===== config.mk =====
export PLATFORM = sky130hd
export DESIGN_NAME = brownout_ctrl_flat
export DESIGN_NICKNAME = d
export VERILOG_FILES = /design/src/rtl/brownout_ctrl_if.sv /design/src/rtl/brownout_ctrl.sv /design/src/flat_wrapper.sv
export SDC_FILE = /design/constraint.sdc
export NUM_CORES = 1
export LEC_CHECK = 0
export CAP_MARGIN = 20
export CORE_MARGIN = 5
export CORE_UTILIZATION = 35
export CTS_CLUSTER_SIZE = 24
export DETAILED_ROUTE_END_ITERATION = 10
export MAX_ROUTING_LAYER = met4
export PLACE_DENSITY = 0.67
export SYNTH_ARGS = -nofsm -noshare
export SYNTH_HDL_FRONTEND = slang
export SYNTH_SLANG_ARGS = --single-unit

===== constraint.sdc =====
create_clock -name sys_ck -period 2.8 [get_ports sys_ck]
set_input_delay 0.28 -clock sys_ck [delete_from_list [all_inputs] [get_ports sys_ck]]
set_output_delay 0.28 -clock sys_ck [all_outputs]
set_load 0.02 [all_outputs]

===== src/rtl/brownout_ctrl_if.sv =====
// Register-bus bundle between the system register master and the brownout supervisor.
// Single-cycle write strobe; read data is a combinational decode of the address.
interface brownout_ctrl_if;
    logic       reg_wr;
    logic [1:0] reg_addr;
    logic [7:0] reg_wdata;
    logic [7:0] reg_rdata;

    modport master (
        output reg_wr,
        output reg_addr,
        output reg_wdata,
        input  reg_rdata
    );

    modport slave (
        input  reg_wr,
        input  reg_addr,
        input  reg_wdata,
        output reg_rdata
    );
endinterface


===== src/rtl/brownout_ctrl.sv =====
// Brownout detector supervisor: register-programmed enable/trim, settle blanking, event count, sticky irq.
// Detector outputs update one cycle after a write; async detector inputs reach the FSM after SYNC_STAGES flops.
module brownout_ctrl #(
    parameter int SETTLE_CYC  = 64,
    parameter int SYNC_STAGES = 2
) (
    input  logic                 sys_ck,
    input  logic                 rst,
    brownout_ctrl_if.slave       bus,
    input  logic                 bo_out_async,
    input  logic                 bo_timed_out_async,
    output logic                 bo_ena,
    output logic [2:0]           bo_vtrip,
    output logic [2:0]           bo_otrip,
    output logic                 bo_force_rc_osc,
    output logic                 bo_force_short_oneshot,
    output logic                 bo_ready,
    output logic                 irq
);

    typedef enum logic [1:0] {
        ST_OFF    = 2'd0,
        ST_SETTLE = 2'd1,
        ST_ARMED  = 2'd2,
        ST_BROWN  = 2'd3
    } state_t;

    localparam logic [15:0] LP_RELOAD = 16'(SETTLE_CYC - 1);

    state_t                 r_state;
    logic [15:0]            r_cnt;
    logic [3:0]             r_ctrl;
    logic [2:0]             r_vtrip;
    logic [2:0]             r_otrip;
    logic                   r_sticky;
    logic [7:0]             r_evcnt;
    logic                   r_irq;
    logic                   r_bo_ena;
    logic [SYNC_STAGES-1:0] r_sync_bo;
    logic [SYNC_STAGES-1:0] r_sync_to;

    state_t      w_state_nxt;
    logic [15:0] w_cnt_nxt;
    logic        w_event;
    logic        w_bo_sync;
    logic        w_to_sync;
    logic        w_wr_ctrl;
    logic        w_wr_trip;
    logic        w_wr_stat;
    logic        w_wr_evcnt;
    logic        w_en;
    logic        w_unused;

    assign w_wr_ctrl  = bus.reg_wr && (bus.reg_addr == 2'd0);
    assign w_wr_trip  = bus.reg_wr && (bus.reg_addr == 2'd1);
    assign w_wr_stat  = bus.reg_wr && (bus.reg_addr == 2'd2);
    assign w_wr_evcnt = bus.reg_wr && (bus.reg_addr == 2'd3);
    assign w_bo_sync  = r_sync_bo[SYNC_STAGES-1];
    assign w_to_sync  = r_sync_to[SYNC_STAGES-1];
    assign w_unused   = bus.reg_wdata[7];

    // A CTRL write takes effect on the FSM in the same edge it lands in the register.
    assign w_en = w_wr_ctrl ? bus.reg_wdata[0] : r_ctrl[0];

    always_comb begin
        w_state_nxt = r_state;
        w_cnt_nxt   = r_cnt;
        w_event     = 1'b0;
        if (!w_en) begin
            w_state_nxt = ST_OFF;
        end else if (w_wr_trip && (r_state != ST_OFF)) begin
            w_state_nxt = ST_SETTLE;
            w_cnt_nxt   = LP_RELOAD;
        end else begin
            case (r_state)
                ST_OFF: begin
                    w_state_nxt = ST_SETTLE;
                    w_cnt_nxt   = LP_RELOAD;
                end
                ST_SETTLE: begin
                    if (r_cnt == 16'd0) w_state_nxt = ST_ARMED;
                    else                w_cnt_nxt   = r_cnt - 16'd1;
                end
                ST_ARMED: begin
                    if (w_bo_sync) begin
                        w_state_nxt = ST_BROWN;
                        w_event     = 1'b1;
                    end
                end
                ST_BROWN: begin
                    if (!w_bo_sync) w_state_nxt = ST_ARMED;
                end
                default: w_state_nxt = ST_OFF;
            endcase
        end
    end

    always_ff @(posedge sys_ck) begin
        if (rst) begin
            r_state   <= ST_OFF;
            r_cnt     <= '0;
            r_ctrl    <= '0;
            r_vtrip   <= '0;
            r_otrip   <= '0;
            r_sticky  <= 1'b0;
            r_evcnt   <= '0;
            r_irq     <= 1'b0;
            r_bo_ena  <= 1'b0;
            r_sync_bo <= '0;
            r_sync_to <= '0;
        end else begin
            r_state   <= w_state_nxt;
            r_cnt     <= w_cnt_nxt;
            r_bo_ena  <= (w_state_nxt != ST_OFF);
            r_irq     <= r_sticky & r_ctrl[3];
            r_sync_bo <= {r_sync_bo[SYNC_STAGES-2:0], bo_out_async};
            r_sync_to <= {r_sync_to[SYNC_STAGES-2:0], bo_timed_out_async};
            if (w_wr_ctrl) r_ctrl <= bus.reg_wdata[3:0];
            if (w_wr_trip) begin
                r_vtrip <= bus.reg_wdata[2:0];
                r_otrip <= bus.reg_wdata[6:4];
            end
            // A new event wins over a same-cycle clear on both sticky and count.
            if (w_event)                         r_sticky <= 1'b1;
            else if (w_wr_stat && bus.reg_wdata[1]) r_sticky <= 1'b0;
            if (w_wr_evcnt)                      r_evcnt <= {7'd0, w_event};
            else if (w_event && (r_evcnt != 8'hFF)) r_evcnt <= r_evcnt + 8'd1;
        end
    end

    always_comb begin
        bus.reg_rdata = 8'h00;
        case (bus.reg_addr)
            2'd0: bus.reg_rdata = {4'b0000, r_ctrl};
            2'd1: bus.reg_rdata = {1'b0, r_otrip, 1'b0, r_vtrip};
            2'd2: bus.reg_rdata = {2'b00, r_state, w_to_sync, bo_ready, r_sticky, w_bo_sync};
            2'd3: bus.reg_rdata = r_evcnt;
            default: bus.reg_rdata = 8'h00;
        endcase
    end

    assign bo_ena                 = r_bo_ena;
    assign bo_vtrip               = r_vtrip;
    assign bo_otrip               = r_otrip;
    assign bo_force_rc_osc        = r_ctrl[1];
    assign bo_force_short_oneshot = r_ctrl[2];
    assign bo_ready               = (r_state == ST_ARMED) || (r_state == ST_BROWN);
    assign irq                    = r_irq;

endmodule


===== src/flat_wrapper.sv =====
// flat-port wrapper written by rule: the top's interface ports become plain ports
module brownout_ctrl_flat 
#(
    parameter int SETTLE_CYC  = 64,
    parameter int SYNC_STAGES = 2
)
  (sys_ck, rst, bo_out_async, bo_timed_out_async, bo_ena, bo_vtrip, bo_otrip, bo_force_rc_osc, bo_force_short_oneshot, bo_ready, irq, bus_reg_wr, bus_reg_addr, bus_reg_wdata, bus_reg_rdata);
  brownout_ctrl_if bus_i ();
  input  logic sys_ck;
  input  logic rst;
  input  logic bo_out_async;
  input  logic bo_timed_out_async;
  output logic bo_ena;
  output logic [2:0] bo_vtrip;
  output logic [2:0] bo_otrip;
  output logic bo_force_rc_osc;
  output logic bo_force_short_oneshot;
  output logic bo_ready;
  output logic irq;
  input wire logic [$bits(bus_i.reg_wr)-1:0] bus_reg_wr;
  input wire logic [$bits(bus_i.reg_addr)-1:0] bus_reg_addr;
  input wire logic [$bits(bus_i.reg_wdata)-1:0] bus_reg_wdata;
  output wire logic [$bits(bus_i.reg_rdata)-1:0] bus_reg_rdata;
  assign bus_i.reg_wr = bus_reg_wr;
  assign bus_i.reg_addr = bus_reg_addr;
  assign bus_i.reg_wdata = bus_reg_wdata;
  assign bus_reg_rdata = bus_i.reg_rdata;
  brownout_ctrl #(.SETTLE_CYC(SETTLE_CYC), .SYNC_STAGES(SYNC_STAGES)) u_core (.sys_ck(sys_ck), .rst(rst), .bus(bus_i), .bo_out_async(bo_out_async), .bo_timed_out_async(bo_timed_out_async), .bo_ena(bo_ena), .bo_vtrip(bo_vtrip), .bo_otrip(bo_otrip), .bo_force_rc_osc(bo_force_rc_osc), .bo_force_short_oneshot(bo_force_short_oneshot), .bo_ready(bo_ready), .irq(irq));
endmodule

==> summary.txt, run 1 <==
FF/Latch Area - 861 µm²
CP Class - input port to output pin
status - complete, no violations
Setup crit end kind - output pin
total core area - 0.00599 mm²
Area growth, synth to finish - 22.7%
Initial Utilization - 36.4%
Ys Warns - 0
DR DRC count - 0
hold path cells - 1
die area - 0.00790 mm²
Net Sw Power - 0.321 mW
Worst path top cell family by delay - buffers and inverters
commonest cells after routing, fill and taps aside - dfxtp_1, clkdlybuf4s50_1, nand2_1
FF-to-FF End - u_core.r_cnt[2]
Max stage delay cell, worst path - clkdlybuf4s50_1
Antenna Nets Post-Route - 0
top_reg_cell synth - dfxtp_1
Final Cycle Share - 89.6%
Mapped Area - 0.00218 mm²
Vias/cell - 5.65
Skew-Pair Late Insertion Delay - 290 ps
Gate Count Post-Synth - 255
root buf cell - clkbuf_8
CTS tree - yes
Switching Share - 26.3%
syn avg cell area - 8.54 µm²
initial antenna violation count - 0
Fin. Hold Viols - 0
Die Wd - 88.9 µm
die height - 88.9 µm
combinational share of power - 14.6%
Routed WL - 5500 µm
dpl cell area - 0.00258 mm²
unrepaired setup endpoints after global routing - false
cell taking the most area after synthesis - dfxtp_1
syn_nets - 273
1st-iter DRT viols - 110
Int Power - 0.900 mW
Worst Path Buf+Inv - 3
number of global-route vias before repair - 1,940
Placer Congestion - 0.820
port bufs - 32
Seq/Total Area, Yosys - 39.5%
Tmin final - 2510 ps
antenna cell count - 0
crit-path cells - clkdlybuf4s50_1, buf_4, mux4_2, clkdlybuf4s50_1
clock skew - 2.74 ps
top-area cell type share of the netlist area - 39.5%
CP Launch Type - input port
Worst EP required - 2520 ps
Overflow after GRT - 0
slew margin rel. - 64.9%
Total GRT Usage - 15.9%
Reg2Reg Depth - 5
# fillers - 585
most common cell after layout, fill and taps aside - dfxtp_1
r2r startpoint - u_core.r_cnt[6]
Clock power frac - 33.0%
global-route wire length before repair - 9500 µm
Least-Margin Pin Slew - 521 ps
layout cell share with drive strength beyond 1 - 9.09%
CTS Hold Bufs - 0
number of setup violations in the final report - 0
DR pass1 iterations - 4
MaxCap Viol Count - 0
Worst-path clk slew - 80 ps
WL per Instance - 15.2 µm
hold slack - 443 ps
crit-path max FO - 7
post-CTS setup buffers - 0
clock sink total - 43
slowest stage delay, CP - 670 ps
sequential fraction of design power - 52.4%
clock buffer count from CTS - 5
Design Area, Final - 0.00267 mm²
num rows - 28
num ports - 34
PwrDens - 457 mW/mm²
Async S/R FF share, synth - 0%
f_max - 399 MHz
HPWL Detailed - 3980 µm
static leakage - 0.909 nW
Hold Crit Class - register to register
TNS Setup - 0 ps
leading cell types by total area after synthesis - dfxtp_1, nand2_1, a21oi_1
Post-synth EDFFs - 0
Hold Path Origin - u_core.r_sync_to[0]
CTS resizes - 0
multi-input logic area - 0.00120 mm²
register bit total from synthesis - 43
Worst Hold End - u_core.r_sync_to[1]
most frequent CP cell - clkdlybuf4s50_1
detailed-route via count - 2,039
Critical Path Stages - 4
largest net degree at the start of global routing - 26
Slew Viols, Final - 0
synth unique cells - 44
CP arrival - 2230 ps
maximum VDD drop - 0.205 mV
reg2reg setup slack - 480 ps
Max Root-Sink Buffers - 2
Nets - 304
htree depth - 2
[flip-flops by register name (all words and copies together) (netlist names), 2 cells and up]
name / flops
u_core.r_cnt: 16
u_core.r_evcnt: 8
u_core.r_ctrl: 4
u_core.bo_otrip: 3
u_core.bo_vtrip: 3
u_core.r_state: 2
u_core.r_sync_bo: 2
u_core.r_sync_to: 2
[cell usage after synthesis, types with 3 or more instances]
cell type	n
and3_1	5
nand3_1	10
mux4_2	3
nor2_1	15
and4_1	3
a22o_1	3
nand4_1	6
nand2b_1	3
o311ai_0	8
nor2b_1	7
o21ai_0	8
nor4_1	3
inv_1	8
or3_1	4
or4_1	3
a21oi_1	20
mux2i_1	6
nand2_1	27
nor3_1	10
o41ai_1	3
a211oi_1	3
ha_1	3
a31oi_1	7
a311oi_1	4
clkbuf_1	14
dfxtp_1	43
o31ai_1	3
[worst register-to-register path, delay by kind of cell, from the launching register on]
family / cells / cell delay (ps)
AOI/OAI and AO/OA: 1 / 300
DFF: 1 / 390
and+or+nand+nor: 4 / 1530
[logic make-up (layout without fill, tap and decap cells)]
logic type               Yosys count  after routing  synth area share [%]
AND/OR/NAND/NOR                  103            103                  25.1
XOR/XNOR                           2              2                 0.804
AO/OA/AOI/OAI                     66             66                  20.4
adder cells (fa/ha/maj)            3              3                  1.72
buffers and inverters             27             58                  5.51
multiplexers                      11             11                  6.89
flip-flops                        43             43                  39.5
[power groups by stage]
stage	Combinational, mW	Sequential (mW)	Clock [mW]
floorplan	0.107	0.656	0
global route	0.197	0.643	0.446
finish	0.178	0.640	0.403
detailed placement	0.177	0.654	0
global placement	0.174	0.654	0
CTS	0.178	0.640	0.420
[per-stage QoR]
step	setup slack, ps	power, mW	utilization (%)	cells
CTS	286	1.24	44.6	361
floorplan	675	0.763	-	255
global route	222	1.29	44.6	361
finish	292	1.22	44.6	361
global placement	259	0.828	43.1	354
detailed placement	218	0.831	43.1	354
[area by class of cell]
| cell class | count | area share (%) |
|---|---|---|
| multi-input combinational | 185 | 44.8 |
| sequential | 43 | 32.2 |
| timing repair buffer | 43 | 15.1 |
| tap | 75 | 3.51 |
| clock buffer | 6 | 3.09 |
| inverter | 8 | 1.12 |
| clock inverter | 1 | 0.187 |
[layer usage]
layer | part of all wire [%] | GRT usage (%)
met1 | 49 | 21.7
met2 | 46 | 23.7
met3 | 3.2 | 2.76
met4 | 1.7 | 5.63
met5 | 0 | -
[worst max path at each step]
stage                     from                 to  slack, ps
6_report       bus_reg_addr[0]   bus_reg_rdata[1]        290
2_1_floorplan  bus_reg_addr[1]  u_core.r_evcnt[5]        670
5_1_grt        bus_reg_addr[0]   bus_reg_rdata[3]        220
3_3_place_gp   bus_reg_addr[0]  u_core.r_evcnt[5]        260
4_1_cts        bus_reg_addr[0]   bus_reg_rdata[1]        290
3_5_place_dp   bus_reg_addr[0]  u_core.r_evcnt[5]        220
Power figures use the tool's default switching activity.
==> inputs of run 2 (changes only) <==
--- a/config.mk
+++ b/config.mk
@@ -15,3 +15,4 @@
 export SYNTH_ARGS = -nofsm -noshare
 export SYNTH_HDL_FRONTEND = slang
 export SYNTH_SLANG_ARGS = --single-unit
+export TNS_END_PERCENT = 5
==> constraint.sdc (replaced) <==
create_clock -name sys_ck -period 3 [get_ports sys_ck]
set_input_delay 0.3 -clock sys_ck [delete_from_list [all_inputs] [get_ports sys_ck]]
set_output_delay 0.3 -clock sys_ck [all_outputs]
set_load 0.02 [all_outputs]
==> run 2 against run 1 <==
  * Clock-buffer cell count rose by 2
  * Clock skew rose by 6.5 ps
  * Non-clock buffer count fell by 2
  * Critical path type unchanged
  * Sequential cell count did not move
  * Critical path depth did not move
  * Sequential power fell by 6.6%
  * Register-to-register slack improved by 150 ps
  * Power fell by 4.5%
  * Cell area barely moved
  * Clock power barely moved
==> summary.txt, run 2 (synthesized netlist as in run 1, its figures left out) <==
sequential fraction of design power - 51.2% (was 52.4%)
root buf cell - clkbuf_8 (unchanged)
max reg flops - 16 (unchanged)
Antenna Nets Post-Route - 0 (unchanged)
hold slack - 442 ps (was 443 ps)
num ports - 34 (unchanged)
port bufs - 32 (unchanged)
die height - 88.9 µm (unchanged)
CTS Hold Bufs - 0 (unchanged)
Total GRT Usage - 15.4% (was 15.9%)
Max Used Layer - met4 (unchanged)
WL met1 - 2610 µm (was 2700 µm)
detailed-route via count - 2,041 (was 2,039)
static leakage - 0.904 nW (was 0.909 nW)
Nets - 302 (was 304)
crit-path max FO - 15 (was 7)
Placer Congestion - 0.877 (was 0.820)
routed length on met3 - 197 µm (was 174 µm)
Die Wd - 88.9 µm (unchanged)
Int Power - 0.868 mW (was 0.900 mW)
clock skew - 9.24 ps (was 2.74 ps)
reg2reg setup slack - 630 ps (was 480 ps)
Worst-path clk slew - 80 ps (about the same)
initial antenna violation count - 0 (unchanged)
1st-iter DRT viols - 160 (was 110)
largest registers - u_core.r_cnt: 16 flops, u_core.r_evcnt: 8 flops, u_core.r_ctrl: 4 flops (unchanged)
Skew-Pair Late Insertion Delay - 300 ps (was 290 ps)
CP Class - input port to output pin (unchanged)
Tmin final - 2380 ps
Final Cycle Share - 79.5%
DR WL met2 - 2460 µm (was 2520 µm)
HPWL Detailed - 3910 µm (was 3980 µm)
Worst Setup SP - bus_reg_addr[1] (was bus_reg_addr[0])
Vias/cell - 5.67 (was 5.65)
post-place setup slack - 480 ps (was 218 ps)
final core utilization - 44.6% (about the same)
multi-input logic area - 0.00120 mm² (unchanged)
die area - 0.00790 mm² (unchanged)
DR pass1 iterations - 4 (unchanged)
clock sink total - 43 (unchanged)
Worst Setup EP - bus_reg_rdata[2] (was bus_reg_rdata[1])
num rows - 28 (unchanged)
WL per Instance - 14.8 µm (was 15.2 µm)
Fin. Hold Viols - 0 (unchanged)
number of setup violations in the final report - 0 (unchanged)
# fillers - 575 (was 585)
antenna cell count - 0 (unchanged)
final worst setup slack - 616 ps (was 292 ps)
Least-Margin Pin Slew - 561 ps (was 521 ps)
combinational share of power - 14.0% (was 14.6%)
Worst EP required - 2700 ps (was 2520 ps)
CTS resizes - 0 (unchanged)
total core area - 0.00599 mm² (unchanged)
Net Sw Power - 0.298 mW (was 0.321 mW)
Reg2Reg Depth - 5 (unchanged)
FF-to-FF End - u_core.r_cnt[2] (unchanged)
most common cell after layout, fill and taps aside - dfxtp_1 (unchanged)
Slew Viols, Final - 0 (unchanged)
global-route wire length before repair - 9110 µm (was 9500 µm)
unrepaired setup endpoints after global routing - false (unchanged)
Clock power frac - 34.8% (was 33.0%)
Max Root-Sink Buffers - 2 (unchanged)
DR DRC count - 0 (unchanged)
CP Launch Type - input port (unchanged)
post-CTS setup buffers - 0 (unchanged)
commonest cells after routing, fill and taps aside - dfxtp_1, clkdlybuf4s50_1, nand2_1 (unchanged)
clock buffer count from CTS - 5 (unchanged)
maximum VDD drop - 0.198 mV (was 0.205 mV)
placed cell count - 352 (was 354)
PwrDens - 437 mW/mm² (was 457 mW/mm²)
Hold Crit Class - register to register (unchanged)
status - complete, no violations (unchanged)
CP arrival - 2080 ps (was 2230 ps)
MaxCap Viol Count - 0 (unchanged)
r2r startpoint - u_core.r_cnt[6] (unchanged)
f_max - 420 MHz
number of global-route vias before repair - 1,840 (was 1,940)
Area growth, synth to finish - 22.6% (was 22.7%)
Switching Share - 25.6% (was 26.3%)
Overflow after GRT - 0 (unchanged)
TNS Setup - 0 ps (unchanged)
Biggest register - u_core.r_cnt (unchanged)
largest net degree at the start of global routing - 26 (unchanged)
Setup crit end kind - output pin (unchanged)
Routed WL - 5340 µm (was 5500 µm)
Post-Layout Cell Count - 360 (was 361)
CTS tree - yes (unchanged)
FF/Latch Area - 861 µm² (unchanged)
htree depth - 2 (unchanged)
slew margin rel. - 62.3% (was 64.9%)
Initial Utilization - 36.4% (unchanged)
layout cell share with drive strength beyond 1 - 8.42% (was 9.09%)
[run 2: cell types whose count changed in the layout (fill, tap and decap cells not counted), sizes merged]
cell    change
clkinv      -1
clkbuf      +2
buf         -2
[run 2: power by group through the flow]
stage               registers [mW]  clock network [mW]  logic (mW)
CTS                          0.597               0.421       0.163
floorplan                    0.612                   0      0.0997
global route                 0.600               0.444       0.179
detailed placement           0.611                   0       0.162
finish                       0.598               0.406       0.163
global placement             0.610                   0       0.161
[run 2: layer usage]
| metal | track usage, % | vias to the layer above |
|---|---|---|
| met4 | 6.04 | 0 |
| met1 | 20.6 | 987 |
| met3 | 3.69 | 4 |
| li1 | - | 1014 |
| met5 | - | - |
| met2 | 22.3 | 36 |
[run 2: worst min path at each step]
stage | from | endpoint | cells past startpoint
3_3_place_gp | u_core.r_sync_bo[0] | u_core.r_sync_bo[1] | 1
2_1_floorplan | u_core.r_sync_bo[0] | u_core.r_sync_bo[1] | 1
5_1_grt | u_core.r_sync_to[0] | u_core.r_sync_to[1] | 1
3_5_place_dp | u_core.r_sync_bo[0] | u_core.r_sync_bo[1] | 1
6_report | u_core.r_sync_bo[0] | u_core.r_sync_bo[1] | 1
4_1_cts | u_core.r_sync_bo[0] | u_core.r_sync_bo[1] | 1
[run 2: worst max-delay path: stages]
cell and delay, ps:
clkdlybuf4s50_1 490, buf_4 230, mux4_2 510, clkdlybuf4s50_1 560
[run 2: area by class of cell]
| cell class | instances | share of cell area, % |
|---|---|---|
| flip-flops and latches | 43 | 32.2 |
| multi-input cells | 185 | 44.8 |
| repair buffers | 41 | 14.5 |
| well taps | 75 | 3.51 |
| clock buffers | 8 | 3.75 |
| inverters | 8 | 1.12 |
[run 2: metrics by stage]
step	cell area, µm²	total power [mW]
2_1_floorplan	2180	0.712
3_3_place_gp	2570	0.771
3_5_place_dp	2570	0.773
4_1_cts	2670	1.18
5_1_grt	2670	1.22
6_report	2670	1.17
==> inputs of run 3 (changes only) <==
==> constraint.sdc (replaced) <==
create_clock -name sys_ck -period 2.5 [get_ports sys_ck]
set_input_delay 0.25 -clock sys_ck [delete_from_list [all_inputs] [get_ports sys_ck]]
set_output_delay 0.25 -clock sys_ck [all_outputs]
set_load 0.02 [all_outputs]
==> run 3 against run 2 <==
  * Die area did not move
  * Clock power grew 11%
  * Utilization grew 1.3 points
  * Sequential power rose by 20%
  * Largest power group unchanged
  * Cell area up 2.9%
  * First-iteration DRC count shrank 28%
  * Non-clock buffer count up 11
  * Power rose by 18%
  * Worst hold slack better by 6.4 ps
  * Worst setup slack worse by 470 ps
  * Via count increased by 0.64%
  * Critical path depth unchanged
==> summary.txt, run 3 (synthesized netlist as in run 1, its figures left out) <==
Slew Viols, Final - 0 (unchanged)
Initial Utilization - 36.4% (unchanged)
die height - 88.9 µm (unchanged)
Biggest register - u_core.r_cnt (unchanged)
Int Power - 1.02 mW (was 0.868 mW)
Nets - 313 (was 302)
most frequent CP cell - clkdlybuf4s50_1 (unchanged)
Power Total - 1.38 mW (was 1.17 mW)
Tmin final - 2350 ps
CP arrival - 2100 ps (was 2080 ps)
global-route wire length before repair - 9530 µm (was 9110 µm)
post-CTS setup buffers - 0 (unchanged)
max reg flops - 16 (unchanged)
maximum VDD drop - 0.250 mV (was 0.198 mV)
Switching Share - 26.1% (was 25.6%)
Antenna Nets Post-Route - 0 (unchanged)
Setup crit end kind - output pin (unchanged)
static leakage - 0.953 nW (was 0.904 nW)
Hold Crit Class - register to register (unchanged)
HPWL Detailed - 4160 µm (was 3910 µm)
clock sink total - 43 (unchanged)
CP Launch Type - input port (unchanged)
detailed-route via count - 2,054 (was 2,041)
Placer Congestion - 0.879 (was 0.877)
slowest stage delay, CP - 580 ps (was 560 ps)
Routed WL - 5610 µm (was 5340 µm)
root buf cell - clkbuf_8 (unchanged)
Net Sw Power - 0.360 mW (was 0.298 mW)
number of global-route vias before repair - 1,942 (was 1,840)
Worst-path clk slew - 70 ps (was 80 ps)
CTS tree - yes (unchanged)
CP Class - input port to output pin (unchanged)
die area - 0.00790 mm² (unchanged)
Vias/cell - 5.55 (was 5.67)
f_max - 425 MHz
Clock power frac - 32.7% (was 34.8%)
Overflow after GRT - 0 (unchanged)
hold slack - 448 ps (was 442 ps)
most common cell after layout, fill and taps aside - dfxtp_1 (unchanged)
status - complete, no violations (unchanged)
htree depth - 2 (unchanged)
Fin. Hold Viols - 0 (unchanged)
clock buffer count from CTS - 5 (unchanged)
largest registers - u_core.r_cnt: 16 flops, u_core.r_evcnt: 8 flops, u_core.r_ctrl: 4 flops (unchanged)
initial antenna violation count - 0 (unchanged)
commonest cells after routing, fill and taps aside - dfxtp_1, clkdlybuf4s50_1, nand2_1 (unchanged)
Least-Margin Pin Slew - 576 ps (was 561 ps)
MaxCap Viol Count - 0 (unchanged)
Total GRT Usage - 16.0% (was 15.4%)
Die Wd - 88.9 µm (unchanged)
port bufs - 32 (unchanged)
Max stage delay cell, worst path - clkdlybuf4s50_1 (unchanged)
largest net degree at the start of global routing - 19 (was 26)
total core area - 0.00599 mm² (unchanged)
WL per Instance - 15.2 µm (was 14.8 µm)
slew margin rel. - 61.6% (was 62.3%)
PwrDens - 501 mW/mm² (was 437 mW/mm²)
combinational share of power - 15.2% (was 14.0%)
Area growth, synth to finish - 26.1% (was 22.6%)
num ports - 34 (unchanged)
r2r startpoint - u_core.r_cnt[6] (unchanged)
Max Root-Sink Buffers - 2 (unchanged)
sequential fraction of design power - 52.1% (was 51.2%)
crit-path max FO - 8 (was 15)
num rows - 28 (unchanged)
1st-iter DRT viols - 115 (was 160)
Worst EP required - 2250 ps (was 2700 ps)
clock skew - 8.04 ps (was 9.24 ps)
layout cell share with drive strength beyond 1 - 12.2% (was 8.42%)
Hold Path Origin - u_core.r_sync_bo[0] (unchanged)
Skew-Pair Late Insertion Delay - 300 ps (about the same)
Final Cycle Share - 94.1%
number of setup violations in the final report - 0 (unchanged)
crit-path cells - clkdlybuf4s50_1, buf_4, mux4_2, clkdlybuf4s50_1 (unchanged)
antenna cell count - 0 (unchanged)
DR pass1 iterations - 4 (unchanged)
unrepaired setup endpoints after global routing - false (unchanged)
Worst Setup SP - bus_reg_addr[0] (was bus_reg_addr[1])
DR DRC count - 0 (unchanged)
## run 3: changes by cell type in the layout (fill, tap and decap cells not counted)
cell,change
a32oi_2,+1
buf_4,+11
clkinv_2,+1
a32oi_1,-1
clkbuf_1,-1
clkbuf_8,-1
## run 3: layout make-up
type                       count  area, µm²
clock buffer                   6       82.6
clock inverter                 1       5.00
fill                         601       3240
inverter                       8       30.0
multi-input combinational    185       1200
sequential                    43        861
tap                           75       93.8
timing repair buffer          52        470
## run 3: through the flow
| stage | TNS [ps] | utilization (%) | cells | setup slack (ps) | cell area, µm² |
|---|---|---|---|---|---|
| 6_report | 0 | 45.9 | 370 | 148 | 2750 |
| 2_1_floorplan | 0 | - | 255 | 405 | 2180 |
| 3_5_place_dp | -78.3 | 44.3 | 363 | -34.1 | 2650 |
| 3_3_place_gp | 0 | 44.3 | 363 | 13.9 | 2650 |
| 5_1_grt | 0 | 45.9 | 370 | 39.2 | 2750 |
| 4_1_cts | 0 | 45.7 | 370 | 148 | 2740 |
## run 3: critical path: cells and delay by family
| family | cells | cell delay [ps] |
|---|---|---|
| muxes | 1 | 500 |
| buffers and inverters | 3 | 1340 |
## run 3: path summary, 6_finish.rpt
check | endpoint | slack [ps] | cells past startpoint
worst max-delay path | bus_reg_rdata[1] | 150 | 4
worst min-delay path | u_core.r_sync_bo[1] | 450 | 1
worst max register to register | u_core.r_cnt[3] | 330 | 6
worst min register to register | u_core.r_sync_bo[1] | 450 | 1
## run 3: timing repair
action	CTS	global route
hold buffers	0	0
endpoints found under the setup margin	0	1
gates resized for setup	0	1
## run 3: power by group through the flow
stage / clock network [mW] / logic [mW] / registers [mW]
final: 0.450 / 0.209 / 0.718
after CTS: 0.463 / 0.209 / 0.717
after floorplan: 0 / 0.120 / 0.735
after global placement: 0 / 0.205 / 0.733
after global routing: 0.492 / 0.230 / 0.720
after detailed placement: 0 / 0.208 / 0.733
## run 3: layer usage
metal,share of wire (%),routed length (µm),GRT usage (%)
met1,50,2800,21.4
met2,46,2590,23.9
met3,2.6,147,3.59
met4,1.4,76,5.36
met5,0,0,-
